### config.mk
export PLATFORM = sky130hd
export DESIGN_NAME = ts_os_detector
export DESIGN_NICKNAME = d
export VERILOG_FILES = /design/src/rtl/ts_os_detector.sv
export SDC_FILE = /design/constraint.sdc
export NUM_CORES = 1
export LEC_CHECK = 0
export BUFFER_PORTS_ARGS = -buffer_cell sky130_fd_sc_hd__buf_2
export CAP_MARGIN = 20
export CORE_UTILIZATION = 51
export DETAILED_ROUTE_END_ITERATION = 8
export GPL_TIMING_DRIVEN = 0
export PLACE_DENSITY = 0.69
export SYNTH_ARGS = -nofsm -noshare
export SYNTH_HDL_FRONTEND = slang
export SYNTH_SLANG_ARGS = --single-unit
### constraint.sdc
create_clock -name clk -period 6.7 [get_ports clk]
set_clock_uncertainty 0.1 [all_clocks]
set_input_delay 0.335 -clock clk [delete_from_list [all_inputs] [get_ports clk]]
set_output_delay 0.335 -clock clk [all_outputs]
set_load 0.02 [all_outputs]
### src/rtl/ts_os_detector.sv
// Receive-side TS1/TS2/SKP ordered-set detector for one lane.
// Qualifies consecutive identical training sets and exposes the decoded fields of the last accepted TS.
module ts_os_detector #(
    parameter int CONSEC_REQ = 8,
    parameter int CNT_W      = 4
) (
    input  logic       clk,
    input  logic       reset,
    input  logic       rx_valid,
    input  logic [7:0] rx_data,
    input  logic       rx_k,
    input  logic       symbol_lock,
    input  logic       clear,
    output logic       ts1_received,
    output logic       ts2_received,
    output logic       skp_received,
    output logic       os_error,
    output logic [7:0] rx_link_num,
    output logic [7:0] rx_lane_num,
    output logic       link_pad,
    output logic       lane_pad,
    output logic [7:0] rx_n_fts,
    output logic [7:0] rx_rate_id,
    output logic [7:0] rx_train_ctrl
);

    localparam logic [1:0] ST_HUNT    = 2'd0;
    localparam logic [1:0] ST_TS_BODY = 2'd1;
    localparam logic [1:0] ST_SKP     = 2'd2;

    localparam logic [7:0] K_COM  = 8'hBC;
    localparam logic [7:0] K_PAD  = 8'hF7;
    localparam logic [7:0] K_SKP  = 8'h1C;
    localparam logic [7:0] ID_TS1 = 8'h4A;
    localparam logic [7:0] ID_TS2 = 8'h45;

    localparam logic [CNT_W-1:0] CNT_MAX = CNT_W'(CONSEC_REQ);
    localparam logic [CNT_W-1:0] CNT_ONE = CNT_W'(1);

    typedef struct packed {
        logic       link_pad;
        logic       lane_pad;
        logic [7:0] link;
        logic [7:0] lane;
        logic [7:0] n_fts;
        logic [7:0] rate_id;
        logic [7:0] train_ctrl;
    } ts_fields_t;

    logic [1:0]       state_q, state_d;
    logic [3:0]       idx_q, idx_d;
    logic [2:0]       skp_cnt_q, skp_cnt_d;
    ts_fields_t       cur_q, cur_d;
    logic             cur_ts2_q, cur_ts2_d;
    ts_fields_t       prev_q, prev_d;
    logic             prev_ts2_q, prev_ts2_d;
    logic             prev_valid_q, prev_valid_d;
    logic [CNT_W-1:0] cnt_q, cnt_d;
    logic             ts1_q, ts1_d;
    logic             ts2_q, ts2_d;
    logic             skp_pulse_q, skp_pulse_d;
    logic             os_error_q, os_error_d;
    ts_fields_t       fields_q, fields_d;

    logic             sym_com, sym_pad, sym_skp, sym_data, id_ok, same_set, viol;
    logic [CNT_W-1:0] cnt_inc;

    assign sym_com  = rx_k && (rx_data == K_COM);
    assign sym_pad  = rx_k && (rx_data == K_PAD);
    assign sym_skp  = rx_k && (rx_data == K_SKP);
    assign sym_data = !rx_k;
    assign id_ok    = sym_data && (rx_data == (cur_ts2_q ? ID_TS2 : ID_TS1));
    // PAD vs data 0x00 differ through the pad flags, so a whole-struct compare matches symbol equality.
    assign same_set = prev_valid_q && (prev_ts2_q == cur_ts2_q) && (prev_q == cur_q);
    assign cnt_inc  = same_set ? ((cnt_q == CNT_MAX) ? cnt_q : cnt_q + CNT_ONE) : CNT_ONE;

    always_comb begin
        state_d      = state_q;
        idx_d        = idx_q;
        skp_cnt_d    = skp_cnt_q;
        cur_d        = cur_q;
        cur_ts2_d    = cur_ts2_q;
        prev_d       = prev_q;
        prev_ts2_d   = prev_ts2_q;
        prev_valid_d = prev_valid_q;
        cnt_d        = cnt_q;
        ts1_d        = ts1_q;
        ts2_d        = ts2_q;
        skp_pulse_d  = 1'b0;
        os_error_d   = 1'b0;
        fields_d     = fields_q;
        viol         = 1'b0;

        if (!symbol_lock || clear) begin
            state_d      = ST_HUNT;
            cnt_d        = '0;
            ts1_d        = 1'b0;
            ts2_d        = 1'b0;
            prev_valid_d = 1'b0;
            prev_d       = '0;
            prev_ts2_d   = 1'b0;
        end else if (rx_valid) begin
            case (state_q)
                ST_HUNT: begin
                    if (sym_com) begin
                        state_d = ST_TS_BODY;
                        idx_d   = 4'd1;
                    end
                end
                ST_SKP: begin
                    // A symbol that ends the SKP run is handled exactly as in HUNT.
                    if (sym_skp && (skp_cnt_q < 3'd4)) begin
                        skp_cnt_d = skp_cnt_q + 3'd1;
                    end else if (sym_com) begin
                        state_d = ST_TS_BODY;
                        idx_d   = 4'd1;
                    end else begin
                        state_d = ST_HUNT;
                    end
                end
                ST_TS_BODY: begin
                    case (idx_q)
                        4'd1: begin
                            if (sym_skp) begin
                                state_d     = ST_SKP;
                                skp_cnt_d   = 3'd0;
                                skp_pulse_d = 1'b1;
                            end else if (sym_data) begin
                                cur_d.link     = rx_data;
                                cur_d.link_pad = 1'b0;
                            end else if (sym_pad) begin
                                cur_d.link     = 8'h00;
                                cur_d.link_pad = 1'b1;
                            end else begin
                                viol = 1'b1;
                            end
                        end
                        4'd2: begin
                            if (sym_data) begin
                                cur_d.lane     = rx_data;
                                cur_d.lane_pad = 1'b0;
                            end else if (sym_pad) begin
                                cur_d.lane     = 8'h00;
                                cur_d.lane_pad = 1'b1;
                            end else begin
                                viol = 1'b1;
                            end
                        end
                        4'd3: if (sym_data) cur_d.n_fts = rx_data; else viol = 1'b1;
                        4'd4: if (sym_data) cur_d.rate_id = rx_data; else viol = 1'b1;
                        4'd5: if (sym_data) cur_d.train_ctrl = rx_data; else viol = 1'b1;
                        4'd6: begin
                            if (sym_data && (rx_data == ID_TS1)) cur_ts2_d = 1'b0;
                            else if (sym_data && (rx_data == ID_TS2)) cur_ts2_d = 1'b1;
                            else viol = 1'b1;
                        end
                        default: if (!id_ok) viol = 1'b1;
                    endcase

                    if (viol) begin
                        os_error_d = 1'b1;
                        cnt_d      = '0;
                        idx_d      = 4'd1;
                        state_d    = sym_com ? ST_TS_BODY : ST_HUNT;
                    end else if (state_d == ST_TS_BODY) begin
                        if (idx_q == 4'd15) begin
                            cnt_d        = cnt_inc;
                            prev_d       = cur_q;
                            prev_ts2_d   = cur_ts2_q;
                            prev_valid_d = 1'b1;
                            fields_d     = cur_q;
                            state_d      = ST_HUNT;
                            if (cnt_inc == CNT_MAX) begin
                                if (cur_ts2_q) ts2_d = 1'b1;
                                else           ts1_d = 1'b1;
                            end
                        end else begin
                            idx_d = idx_q + 4'd1;
                        end
                    end
                end
                default: state_d = ST_HUNT;
            endcase
        end
    end

    always_ff @(posedge clk or negedge reset) begin
        if (!reset) begin
            state_q      <= ST_HUNT;
            idx_q        <= 4'd0;
            skp_cnt_q    <= 3'd0;
            cur_q        <= '0;
            cur_ts2_q    <= 1'b0;
            prev_q       <= '0;
            prev_ts2_q   <= 1'b0;
            prev_valid_q <= 1'b0;
            cnt_q        <= '0;
            ts1_q        <= 1'b0;
            ts2_q        <= 1'b0;
            skp_pulse_q  <= 1'b0;
            os_error_q   <= 1'b0;
            fields_q     <= '0;
        end else begin
            state_q      <= state_d;
            idx_q        <= idx_d;
            skp_cnt_q    <= skp_cnt_d;
            cur_q        <= cur_d;
            cur_ts2_q    <= cur_ts2_d;
            prev_q       <= prev_d;
            prev_ts2_q   <= prev_ts2_d;
            prev_valid_q <= prev_valid_d;
            cnt_q        <= cnt_d;
            ts1_q        <= ts1_d;
            ts2_q        <= ts2_d;
            skp_pulse_q  <= skp_pulse_d;
            os_error_q   <= os_error_d;
            fields_q     <= fields_d;
        end
    end

    assign ts1_received  = ts1_q;
    assign ts2_received  = ts2_q;
    assign skp_received  = skp_pulse_q;
    assign os_error      = os_error_q;
    assign rx_link_num   = fields_q.link;
    assign rx_lane_num   = fields_q.lane;
    assign link_pad      = fields_q.link_pad;
    assign lane_pad      = fields_q.lane_pad;
    assign rx_n_fts      = fields_q.n_fts;
    assign rx_rate_id    = fields_q.rate_id;
    assign rx_train_ctrl = fields_q.train_ctrl;

endmodule
# Word-level counts from Yosys, hierarchy flattened

Cells that the tools add are included.
W data, S select, Z words.

Add/sub/neg operators: 3
Order comparisons: 1
Eq/ne operators: 31
Muxes and demuxes: 93
Bitwise logic cells: 4
Reductions and logical operators: 39

Operators with widths:

| kind                  | count |
|---|---|
| $mux W42              | 6 |
| $mux W4               | 14 |
| $mux W1               | 52 |
| $eq A42 B42 Y1        | 1 |
| $reduce_and A5 Y1     | 6 |
| $mux W2               | 12 |
| $reduce_and A6 Y1     | 4 |
| $eq A8 B7 Y1 const B  | 2 |
| $eq A8 B8 Y1 const B  | 2 |
| $mux W8               | 2 |
| $reduce_bool A2 Y1    | 8 |
| $reduce_and A7 Y1     | 2 |
| $eq A4 B3 Y1 const B  | 3 |
| $eq A4 B4 Y1 const B  | 3 |
| $ne A3 B3 Y1 const B  | 4 |
| $pmux W4 S3           | 1 |
| $logic_and A1 B1 Y1   | 9 |
| $mux W3               | 3 |
| $reduce_bool A3 Y1    | 3 |
| $add A4 B1 Y4 const B | 2 |
| $eq A4 B2 Y1 const B  | 2 |
| $eq A8 B5 Y1 const B  | 1 |
| $eq A8 B7 Y1          | 1 |
| $ne A2 B2 Y1 const B  | 4 |
| other kinds (17)      | 24 |

Register bits: 146
Input bits: 14
Output and inout port bits: 46
Logic and storage cells: 203

# Longest topological paths before layout

Depth after elaboration: 13
Gate-level depth with buffers: 10
Depth with buffers taken out: 8

# Worst setup path before layout

No wires, ideal clock.

Path kind: reg-to-reg
From: register idx_q[0]
To: register fields_q, in the netlist lane_pad
Setup time: 0.128 ns
Arrival: 2.247 ns
Data required time: 6.472 ns
Setup slack: 4.225 ns
Stages on the path, launching flop included: 10
Buffers on the path: 1
Period minus slack after synthesis: 2.475 ns
Cell sequence: dfrtp_1 -> inv_1 -> ha_1 -> mux2i_1 -> a21oi_1 -> o221ai_1 -> o32a_1 -> nor3_2 -> buf_4 -> mux2_1

Cells in the longest elaborated chain, start to end: 8
Elaborated cells on any way between the ends: 19
Those cells by class: 8 x eq/ne; 8 x mux; 1 x bitwise; 2 x reduce/logical

RTL lines:

| element                                      | line | RTL |
|---|---|---|
| start, declared                              | 51   | `logic [3:0] idx_q, idx_d;` |
| start signal, assigned                       | 205  | `idx_q <= idx_d;` |
| $eq A4 B3 Y1 or $eq A4 B2 Y1 (tied branches) | 122  | `case (idx_q)` |
| $reduce_or A3 Y1 (no source line)            | -    |  |
| $pmux W1 S4                                  | 122  |  |
| $mux W1                                      | 103  | `case (state_q)` |
| $mux W1                                      | 102  | `end else if (rx_valid) begin` |
| $mux W1                                      | 94   | `if (!symbol_lock \|\| clear) begin` |
| $not A1 Y1 (no source line)                  | -    |  |
| $reduce_and A6 Y1 (no source line) *         | -    |  |
| end signal, assigned                         | 217  | `fields_q <= fields_d;` |
| end, declared                                | 63   | `ts_fields_t fields_q, fields_d;` |

Mark *: on every way between the ends. The rest lies on a longest branch, timed or not. The select of a mux whose other input is x is not followed.
A chain may end at the register's enable or synchronous reset.

# Worst setup path in the final report

From: register idx_q[0]
To: register fields_q, in the netlist rx_link_num[3]

The elaborated chain is that of the path after synthesis.

==> results.json <==
{
  "grt_first_pass_wirelength_um": 27700,
  "io-pin-count": 60,
  "synth-seq-area-share_pct": 52.6,
  "outcome": "finished, final reports clean",
  "clock_path_buffers": 2,
  "synth_warnings": 0,
  "fin_nets": 706,
  "synth.avg_cell_area_um2": 11.5,
  "grt_usage_pct": 26.2,
  "grt_pass1_vias": 5195,
  "place_hpwl_um": 12100,
  "period_share_pct": 48.7,
  "clk_latency_ns": 0.42,
  "ff2ff_path_depth": 9,
  "reg2reg_slack_ns": 3.43,
  "wl_per_cell_um": 19.6,
  "ctsResizeCount": 0,
  "die_w_um": 119,
  "ys_async_sr_fraction_pct": 100,
  "crit_start": "idx_q[0]",
  "rsz0062_at_grt": "no",
  "fin_crit_ns": 3.27,
  "htree_num_levels": 4,
  "area_growth_syn_to_layout_pct": 17.1,
  "initial_core_util_pct": 52.4,
  "synthCells": 605,
  "crit_path_end": "rx_link_num[3]",
  "hold_viol": 0,
  "synthFlopType": "dfrtp_1",
  "r2r_end": "rx_link_num[3]",
  "slew_violations": 0,
  "syn-num-nets": 626,
  "cts_tree": "built",
  "overflow": 0,
  "ant_nets": 0,
  "synth_top_area_share_pct": 52.6,
  "dieArea_mm2": 0.0141,
  "post_cts_buffers": 0,
  "grt_max_degree": 105,
  "worst_pin_slew_ns": 0.938,
  "path_class": "reg2reg",
  "remaining_drc_errors": 0,
  "maxCapViolCount": 0,
  "hold_buffers": 1,
  "gp_congestion": 0.873,
  "powerDensity_mw_per_mm2": 241,
  "p_leak_nw": 4.38,
  "clkSinkCount": 146,
  "mappedNetlistArea_mm2": 0.00694,
  "worstPathMaxFanout": 10,
  "reg2reg_from": "idx_q[0]",
  "max_freq_ghz": 0.306,
  "core_area_mm2": 0.0132,
  "finalSetupViolations": 0,
  "startpoint_type": "flip-flop",
  "critical_path_arrival_ns": 3.47,
  "end_kind": "flip-flop",
  "viasPerCell": 5.78,
  "worst_ep_required_time_ns": 6.90,
  "synth.top_cells.by_area": "dfrtp_1, mux2_1, mux2i_1, xor2_1, nand2_1",
  "firstDrtPassIters": 6,
  "relSlewSlack_pct": 37.1,
  "rows": 42,
  "synth_cell_types": 50,
  "crit_chain": "inv_1, ha_1, mux2i_1, a21oi_1, o221ai_1, o32a_1, nor3_2, buf_4, mux2_1",
  "synth_edf_count": 0,
  "antennaDiodeCount": 0,
  "synth_top_cell_by_area": "dfrtp_1",
  "numPortBuffers": 59,
  "ir_drop_uv": 131,
  "critPathMaxStageDelay_ns": 0.75,
  "fin_tns_setup_ns": 0,
  "clk_pin_slew_ns": 0.06,
  "wirelength_um": 17100,
  "cts_inserted_buffers": 17,
  "synth-seq-cells": 146,
  "hp-class": "in2reg",
  "power_mw": 1.96,
  "drt_iter0_drc": 433,
  "via_count": 5048,
  "drive_gt1_share_pct": 19.3,
  "die_h_um": 119,
  "holdWs_ns": 0.0883,
  "cts_root_buffer": "clkbuf_16",
  "cp_slowest_cell": "nor3_2",
  "antenna_found_initial": 0
}
-- worst max-delay path, delay by kind of cell, from the launching register on --
family / cells / cell delay, ns
DFF: 1 / 0.41
AOI/OAI and AO/OA: 3 / 0.76
and+or+nand+nor: 1 / 0.75
muxes: 2 / 0.43
adders and majority gates: 1 / 0.22
buffers and inverters: 2 / 0.45
-- cells in the mapped netlist (all sizes together), types with 3 or more instances --
| cell | n |
|---|---|
| dfrtp | 146 |
| nand2 | 100 |
| mux2 | 82 |
| mux2i | 45 |
| xor2 | 43 |
| nor4 | 24 |
| o21ai | 16 |
| clkbuf | 15 |
| nand4 | 14 |
| a21oi | 12 |
| inv | 12 |
| nor2 | 10 |
| buf | 9 |
| nor2b | 8 |
| nor3 | 8 |
| ha | 7 |
| nand3 | 7 |
| nand2b | 6 |
| o31ai | 4 |
| and3 | 3 |
| nand4bb | 3 |
| or3 | 3 |
-- stage by stage --
stage | instances | worst slack (ns) | area [um2] | util [%]
after floorplan | 605 | 4.23 | 6940 | -
after global placement | 840 | 3.22 | 7460 | 56.3
after detailed placement | 841 | 3.37 | 7490 | 56.6
after CTS | 874 | 3.41 | 8130 | 61.4
after global routing | 874 | 3.28 | 8130 | 61.4
final | 874 | 3.43 | 8130 | 61.4
-- how the worst min path moves through the flow --
| stage | start | endpoint | slack, ns | depth (start not counted) |
|---|---|---|---|---|
| floorplan | reset | cnt_q[0] | -0.06 | 0 |
| global placement | rx_train_ctrl[1] | rx_train_ctrl[1] | 0.36 | 1 |
| detailed placement | reset | rx_link_num[6] | 0.18 | 1 |
| CTS | rx_valid | state_q[0] | 0.07 | 2 |
| global route | rx_valid | state_q[0] | 0.08 | 2 |
| finish | rx_valid | state_q[0] | 0.09 | 2 |
-- cells in the final DEF, fill, tap and decap left out, types with 2 or more instances in the layout --
cell / Yosys / final
dfrtp_1: 146 / 146
nand2_1: 100 / 100
buf_2: 4 / 62
mux2_1: 49 / 49
mux2i_1: 45 / 45
xor2_1: 43 / 43
mux2_2: 33 / 33
nor4_1: 24 / 24
clkbuf_1: 15 / 17
clkbuf_16: 0 / 17
o21ai_0: 15 / 15
nand4_1: 14 / 14
inv_1: 12 / 12
a21oi_1: 12 / 12
nor2_1: 10 / 10
nor2b_1: 8 / 8
nand3_1: 7 / 7
ha_1: 7 / 7
nand2b_1: 6 / 6
nor3_1: 6 / 6
o31ai_1: 4 / 4
buf_4: 4 / 4
bufinv_16: 0 / 4
clkinv_2: 0 / 4
and3_1: 3 / 3
or3_1: 3 / 3
nand4bb_1: 3 / 3
clkbuf_8: 0 / 3
nor3b_1: 2 / 2
nand4b_1: 2 / 2
o32ai_1: 2 / 2
nor3_2: 2 / 2
a2111oi_0: 2 / 2
o311ai_0: 2 / 2
clkinvlp_4: 0 / 2
-- flip-flops by register name, summed over array words and instances (netlist names), 2 cells and up --
name / cells
rx_link_num: 8
rx_lane_num: 8
cnt_q: 4
state_q: 2
rx_train_ctrl: 8
cur_q: 42
skp_cnt_q: 3
rx_n_fts: 8
rx_rate_id: 8
prev_q: 42
idx_q: 4
-- report_power, final --
group          internal (mW)  total, mW  switching (mW)
Sequential             0.884      0.886         0.00222
Clock                  0.650       1.01           0.359
Combinational         0.0151     0.0669          0.0518
-- layout make-up --
class | count | area [um2]
well taps | 176 | 220
multi-input cells | 423 | 3130
plain buffers | 24 | 110
repair buffers | 61 | 339
clock inverters | 10 | 155
clock buffers | 22 | 474
fillers | 1080 | 5110
inverters | 12 | 45.0
flip-flops and latches | 146 | 3650
-- logic make-up after synthesis --
group                    share of synthesized area (%)
flip-flops                                        52.6
AO/OA/AOI/OAI                                     4.33
XOR/XNOR                                          5.55
multiplexers                                      19.8
AND/OR/NAND/NOR                                   14.2
adder cells (fa/ha/maj)                           1.26
buffers and inverters                             2.23
-- routing by layer --
layer	global-route usage, %	routed length, um
met1	35.0	7680
met2	40.3	8000
met3	5.84	771
met4	13.0	674
met5	0	0
(Power assumes the default switching activity.)
